[src/rtl/id_ex_stage.sv]
// id_ex_stage: ID/EX pipeline register with load-use stall and branch-flush bubbles.
// Define ID_EX_HAZARD_STATS_EN to add saturating StallCount/FlushCount outputs.
module id_ex_stage #(
  parameter int DATA_W       = 64,
  parameter int CTRL_W       = 8,
  parameter int STALL_CYCLES = 1
) (
  input  logic              Clk,
  input  logic              Reset,
  input  logic              IFID_Valid,
  input  logic [4:0]        IFID_rm,
  input  logic [4:0]        IFID_rn,
  input  logic [4:0]        IFID_rd,
  input  logic              IFID_RegWrite,
  input  logic              IFID_MemRead,
  input  logic [CTRL_W-1:0] IFID_Ctrl,
  input  logic [DATA_W-1:0] IFID_ReadData1,
  input  logic [DATA_W-1:0] IFID_ReadData2,
  input  logic [DATA_W-1:0] IFID_Imm,
  input  logic              Branching,
`ifdef ID_EX_HAZARD_STATS_EN
  output logic [31:0]       StallCount,
  output logic [31:0]       FlushCount,
`endif
  output logic              Stall,
  output logic              IDEX_Valid,
  output logic [4:0]        IDEX_rm,
  output logic [4:0]        IDEX_rn,
  output logic [4:0]        IDEX_rd,
  output logic              IDEX_RegWrite,
  output logic              IDEX_MemRead,
  output logic [CTRL_W-1:0] IDEX_Ctrl,
  output logic [DATA_W-1:0] IDEX_ReadData1,
  output logic [DATA_W-1:0] IDEX_ReadData2,
  output logic [DATA_W-1:0] IDEX_Imm
);
  typedef enum logic {RUN, STALL} state_t;
  state_t     state;
  logic [2:0] cnt;
  logic       hazard, load;
  // XZR is never a real producer, so it cannot create a load-use dependency
  assign hazard = IFID_Valid & IDEX_Valid & IDEX_MemRead & (IDEX_rd != 5'd31) &
                  ((IDEX_rd == IFID_rm) | (IDEX_rd == IFID_rn));
  assign Stall  = ~Branching & ((state == STALL) | ((state == RUN) & hazard));
  assign load   = ~Branching & (state == RUN) & ~hazard & IFID_Valid;
  always_ff @(posedge Clk or posedge Reset) begin
    if (Reset) begin
      state          <= RUN;
      cnt            <= '0;
      IDEX_Valid     <= 1'b0;
      IDEX_rm        <= '0;
      IDEX_rn        <= '0;
      IDEX_rd        <= '0;
      IDEX_RegWrite  <= 1'b0;
      IDEX_MemRead   <= 1'b0;
      IDEX_Ctrl      <= '0;
      IDEX_ReadData1 <= '0;
      IDEX_ReadData2 <= '0;
      IDEX_Imm       <= '0;
    end else begin
      IDEX_Valid     <= load;
      IDEX_rm        <= load ? IFID_rm : '0;
      IDEX_rn        <= load ? IFID_rn : '0;
      IDEX_rd        <= load ? IFID_rd : '0;
      IDEX_RegWrite  <= load & IFID_RegWrite;
      IDEX_MemRead   <= load & IFID_MemRead;
      IDEX_Ctrl      <= load ? IFID_Ctrl : '0;
      IDEX_ReadData1 <= load ? IFID_ReadData1 : '0;
      IDEX_ReadData2 <= load ? IFID_ReadData2 : '0;
      IDEX_Imm       <= load ? IFID_Imm : '0;
      if (Branching) begin
        state <= RUN;
        cnt   <= '0;
      end else if (state == RUN && hazard) begin
        state <= (STALL_CYCLES > 1) ? STALL : RUN;
        cnt   <= 3'(STALL_CYCLES - 1);
      end else if (state == STALL) begin
        cnt   <= cnt - 3'd1;
        state <= (cnt == 3'd1) ? RUN : STALL;
      end
    end
  end
`ifdef ID_EX_HAZARD_STATS_EN
  always_ff @(posedge Clk or posedge Reset) begin
    if (Reset) begin
      StallCount <= '0;
      FlushCount <= '0;
    end else begin
      StallCount <= StallCount + {31'd0, Stall & ~&StallCount};
      FlushCount <= FlushCount + {31'd0, Branching & (IFID_Valid | (state == STALL)) & ~&FlushCount};
    end
  end
`endif
endmodule
[config.mk]
export PLATFORM = sky130hd
export DESIGN_NAME = id_ex_stage
export DESIGN_NICKNAME = d
export VERILOG_FILES = /design/src/rtl/id_ex_stage.sv
export SDC_FILE = /design/constraint.sdc
export NUM_CORES = 1
export LEC_CHECK = 0
export CORE_AREA = 2 2 169 171
export CTS_CLUSTER_SIZE = 8
export DETAILED_ROUTE_END_ITERATION = 10
export DIE_AREA = 0 0 171 173
export PLACE_DENSITY = 0.74
export SLEW_MARGIN = 20
export SYNTH_ARGS = -nofsm -noshare
export SYNTH_HDL_FRONTEND = slang
export SYNTH_SLANG_ARGS = --single-unit
[constraint.sdc]
create_clock -name Clk -period 8.8 [get_ports Clk]
set_input_delay 1.76 -clock Clk [delete_from_list [all_inputs] [get_ports Clk]]
set_output_delay 1.76 -clock Clk [all_outputs]
set_load 0.1 [all_outputs]
==> impl_summary.md <==
Cells and area
The fraction of the core area covered by cells at the end of the flow is 52.0%. Relative to the synthesized area, the layout overhead comes to 59.5%. In the final design database the tool counted 1402 nets.

In the final layout, the share of cells above drive strength 1 is 3.73%. The finished layout holds 1565 standard cells, fillers aside.

GRT
Entering global routing, the biggest net connects 222 pins. The global-route wire length before repair is 46100 um. Global routing used 23.3% of the available met1 tracks.

The layer with the highest usage is met2. The overall global routing resource usage is 19.6%. The met2 capacity usage during global routing is 32.4%. The number of antenna violations at the first check in global routing is 7.

The via count of the first global-routing pass was 8048. Summed over all layers, the global routing overflow is 0. For met3 alone, demand over resource in global routing was 6.71%.

Setup path
STA classifies the critical path startpoint as an input pin. The critical path goes through clkdlybuf4s50_1 > xnor2_1 > nand3_1 > o22ai_4 > a31o_2 > clkdlybuf4s50_1. The highest net fanout along the worst path is 2.

The count of buffering cells on the critical path with inverters included is 2. Broken down by cell family, the worst path's largest delay share belongs to buffers and inverters. The setup path with the least slack is of type in2out.

The largest single stage delay on the critical path is 1140 ps. STA puts the critical path data required time at 7040 ps. In this design, the critical path's most frequently occurring cell is clkdlybuf4s50_1. Among all stages on the critical path, the largest delay is contributed by clkdlybuf4s50_1.

The kind of end point of the critical path is a primary output. Data arrives at the worst endpoint at 4120 ps.

STA
In the finished design, the share of the clock period the worst path needs comes to 66.8%. The minimum hold slack is 548 ps. The post-route clock skew is 5.54 ps.

The count of final setup violators is 0. Setup repair after global routing left no endpoint under its margin. The smallest setup slack after layout is 2920 ps. The count of endpoints failing hold in the final timing report is 0. Static timing analysis puts the maximum clock frequency at 170 MHz. After routing, the total negative slack on setup checks comes to 0 ps. The max-slew violation count came to 0. The tightest slew margin relative to the limit is 15.8%. At the pin with the least slew margin, the transition time is 1260 ps.

The shortest clock period the worst path allows after layout is 5880 ps.

Die
The floorplan step set the die width to 171 um. The floorplan die area is 29600 sq um. The die is 173 um tall. The number of core rows is 61. The core outline area is 27600 sq um. The effective utilization at floorplan is 32.6%. For this design the top-level I/O count stands at 440.

Synth
The synthesized area per cell is 11.3 sq um. The number of nets handed over by synthesis was 1019. The count of cell types in the netlist is 25. The number of warnings printed during yosys synthesis is 0. The sequential cell area fraction in the yosys report is 61.7%. After synthesis the netlist holds a flip-flop and latch count of 222. After synthesis the cells add up to 9000 sq um. The number of cells produced by synthesis is 796.

Route
The detailed-route vias per instance is 4.92. The total vias in the final route is 7702. The number of nets with antenna violations after routing is 0. The routed design has 29800 um of wire. The number of design rule violations left after detail routing is 0. The total iterations of the first detailed-routing run is 5. The wire length per cell after detailed routing is 19.0 um. The first-iteration detailed-routing DRC count is 625.

Clock tree
After clock tree synthesis, the repair step resized 0 gates. The insertion delay of the later-clocked pin in the worst-skew pair is 530 ps. In this run the number of H-tree levels came out at 1. The clock passes through at most 3 buffers. TritonCTS built the clock tree. The number of buffers inserted by post-CTS setup repair is 0. The clock-pin slew on the worst setup and hold paths is 50 ps. TritonCTS created 31 clock buffers. Clock tree synthesis selected as its root buffer the cell clkbuf_16. Buffers inserted to repair hold after CTS numbered 0. CTS saw 222 sinks.

Min path
The class of the worst hold path is reg2reg.

Pwr
The power density over the cells is 186 nW/um^2. The leakage power summed over all cells is 5.96 nW. IR analysis of the VDD net gives a maximum drop of 149 uV.

Placed design
The number of placed instances with taps included is 1524. The weighted congestion reported at the end of routability-driven placement is 0.899. Prior to clock tree synthesis, the placed netlist has a worst setup slack of 2930 ps. Summed over all nets, the half-perimeter wirelength after detailed placement is 19200 um.

The number of input and output port buffers inserted is 439.

Flow run
The max-capacitance violation count is 0.

Outcome
The flow ran to the end, and the final reports show no timing, DRC or antenna violations.
-- synth_stat cells (all sizes together) --
cell     count  share of area, %
nand3        3              0.17
nand3b     217                18
o22ai        1              0.14
a31oi        1              0.24
clkbuf      52               2.2
a2bb2oi      1             0.097
a2111oi      1             0.097
nor3         1             0.056
a21oi      218                12
and3         2              0.14
nand2        5              0.21
buf         44               2.4
nor2b        1             0.070
ha           2              0.28
a211oi       1             0.083
dfrtp      222                62
nor2         2              0.17
xnor2       11               1.1
xor2         1             0.097
a31o         1             0.097
inv          6              0.25
o22a         1             0.097
o21ai        2              0.11
-- power by group --
part / switching, mW / total, mW / internal [mW] / leakage [nW]
Sequential: 0.0120 / 1.07 / 1.06 / 2.99
Clock: 0.401 / 1.01 / 0.613 / 0.386
Combinational: 0.408 / 0.584 / 0.176 / 2.59
-- tightest hold or removal path, stage by stage (launching register included) --
cell	delay (ps)
dfrtp_1	400
inv_1	60
a21oi_1	50
-- layout by cell type (no fill, tap or decap), drive strengths merged, types with 3 or more instances in the layout --
master         count
clkdlybuf4s50    439
a21oi            218
xnor2             11
dfrtp            222
buf                7
nand2              5
inv                6
nand3              3
clkbuf            34
diode              7
nand3b           217
-- metrics by stage --
stage               power, mW  instance area, sq um
finish                   2.67                 14400
CTS                      2.71                 14300
floorplan                1.46                  9000
global placement         1.67                 13600
detailed placement       1.68                 13600
global route             2.78                 14300
-- routing by layer --
| metal | up-vias | routed length (um) |
|---|---|---|
| met5 | - | 0 |
| met4 | 0 | 1100 |
| li1 | 3542 | - |
| met3 | 74 | 2990 |
| met2 | 368 | 14600 |
| met1 | 3718 | 11100 |
-- state kept, by name, indices dropped and copies added (netlist names) --
signal          cells
IDEX_Imm           64
IDEX_Ctrl           8
IDEX_rm             5
IDEX_ReadData2     64
IDEX_Valid          1
IDEX_rd             5
cnt                 3
state               1
IDEX_rn             5
IDEX_MemRead        1
IDEX_RegWrite       1
IDEX_ReadData1     64
-- final timing paths --
kind | start | endpoint | slack (ps) | cells past startpoint
min | cnt[2] | state | 550 | 2
max in group asynchronous | Reset | IDEX_ReadData1[15] | 5700 | 3
min in group asynchronous | Reset | IDEX_Imm[14] | 1770 | 2
max reg2reg | state | cnt[2] | 6260 | 5
min reg2reg | cnt[2] | state | 550 | 2
max | IFID_rm[4] | Stall | 2920 | 6
-- kinds of logic after synthesis --
kind of cell | after synthesis | synth area share (%)
xor gates and xnor gates | 12 | 1.17
DFF | 222 | 61.7
and+or+nand+nor | 231 | 18.9
AOI/OAI and AO/OA | 227 | 13.1
buffers and inverters | 102 | 4.81
adders and majority gates | 2 | 0.278
-- cell type report --
cell class	instances	area, sq um
clock buffers	34	787
well taps	378	473
repair buffers	446	4470
flip-flops and latches	222	5560
inverters	6	30.0
diodes	7	17.5
multi-input cells	472	3020
fillers	2439	13300
No activity file was read; power rests on OpenSTA's default activity.
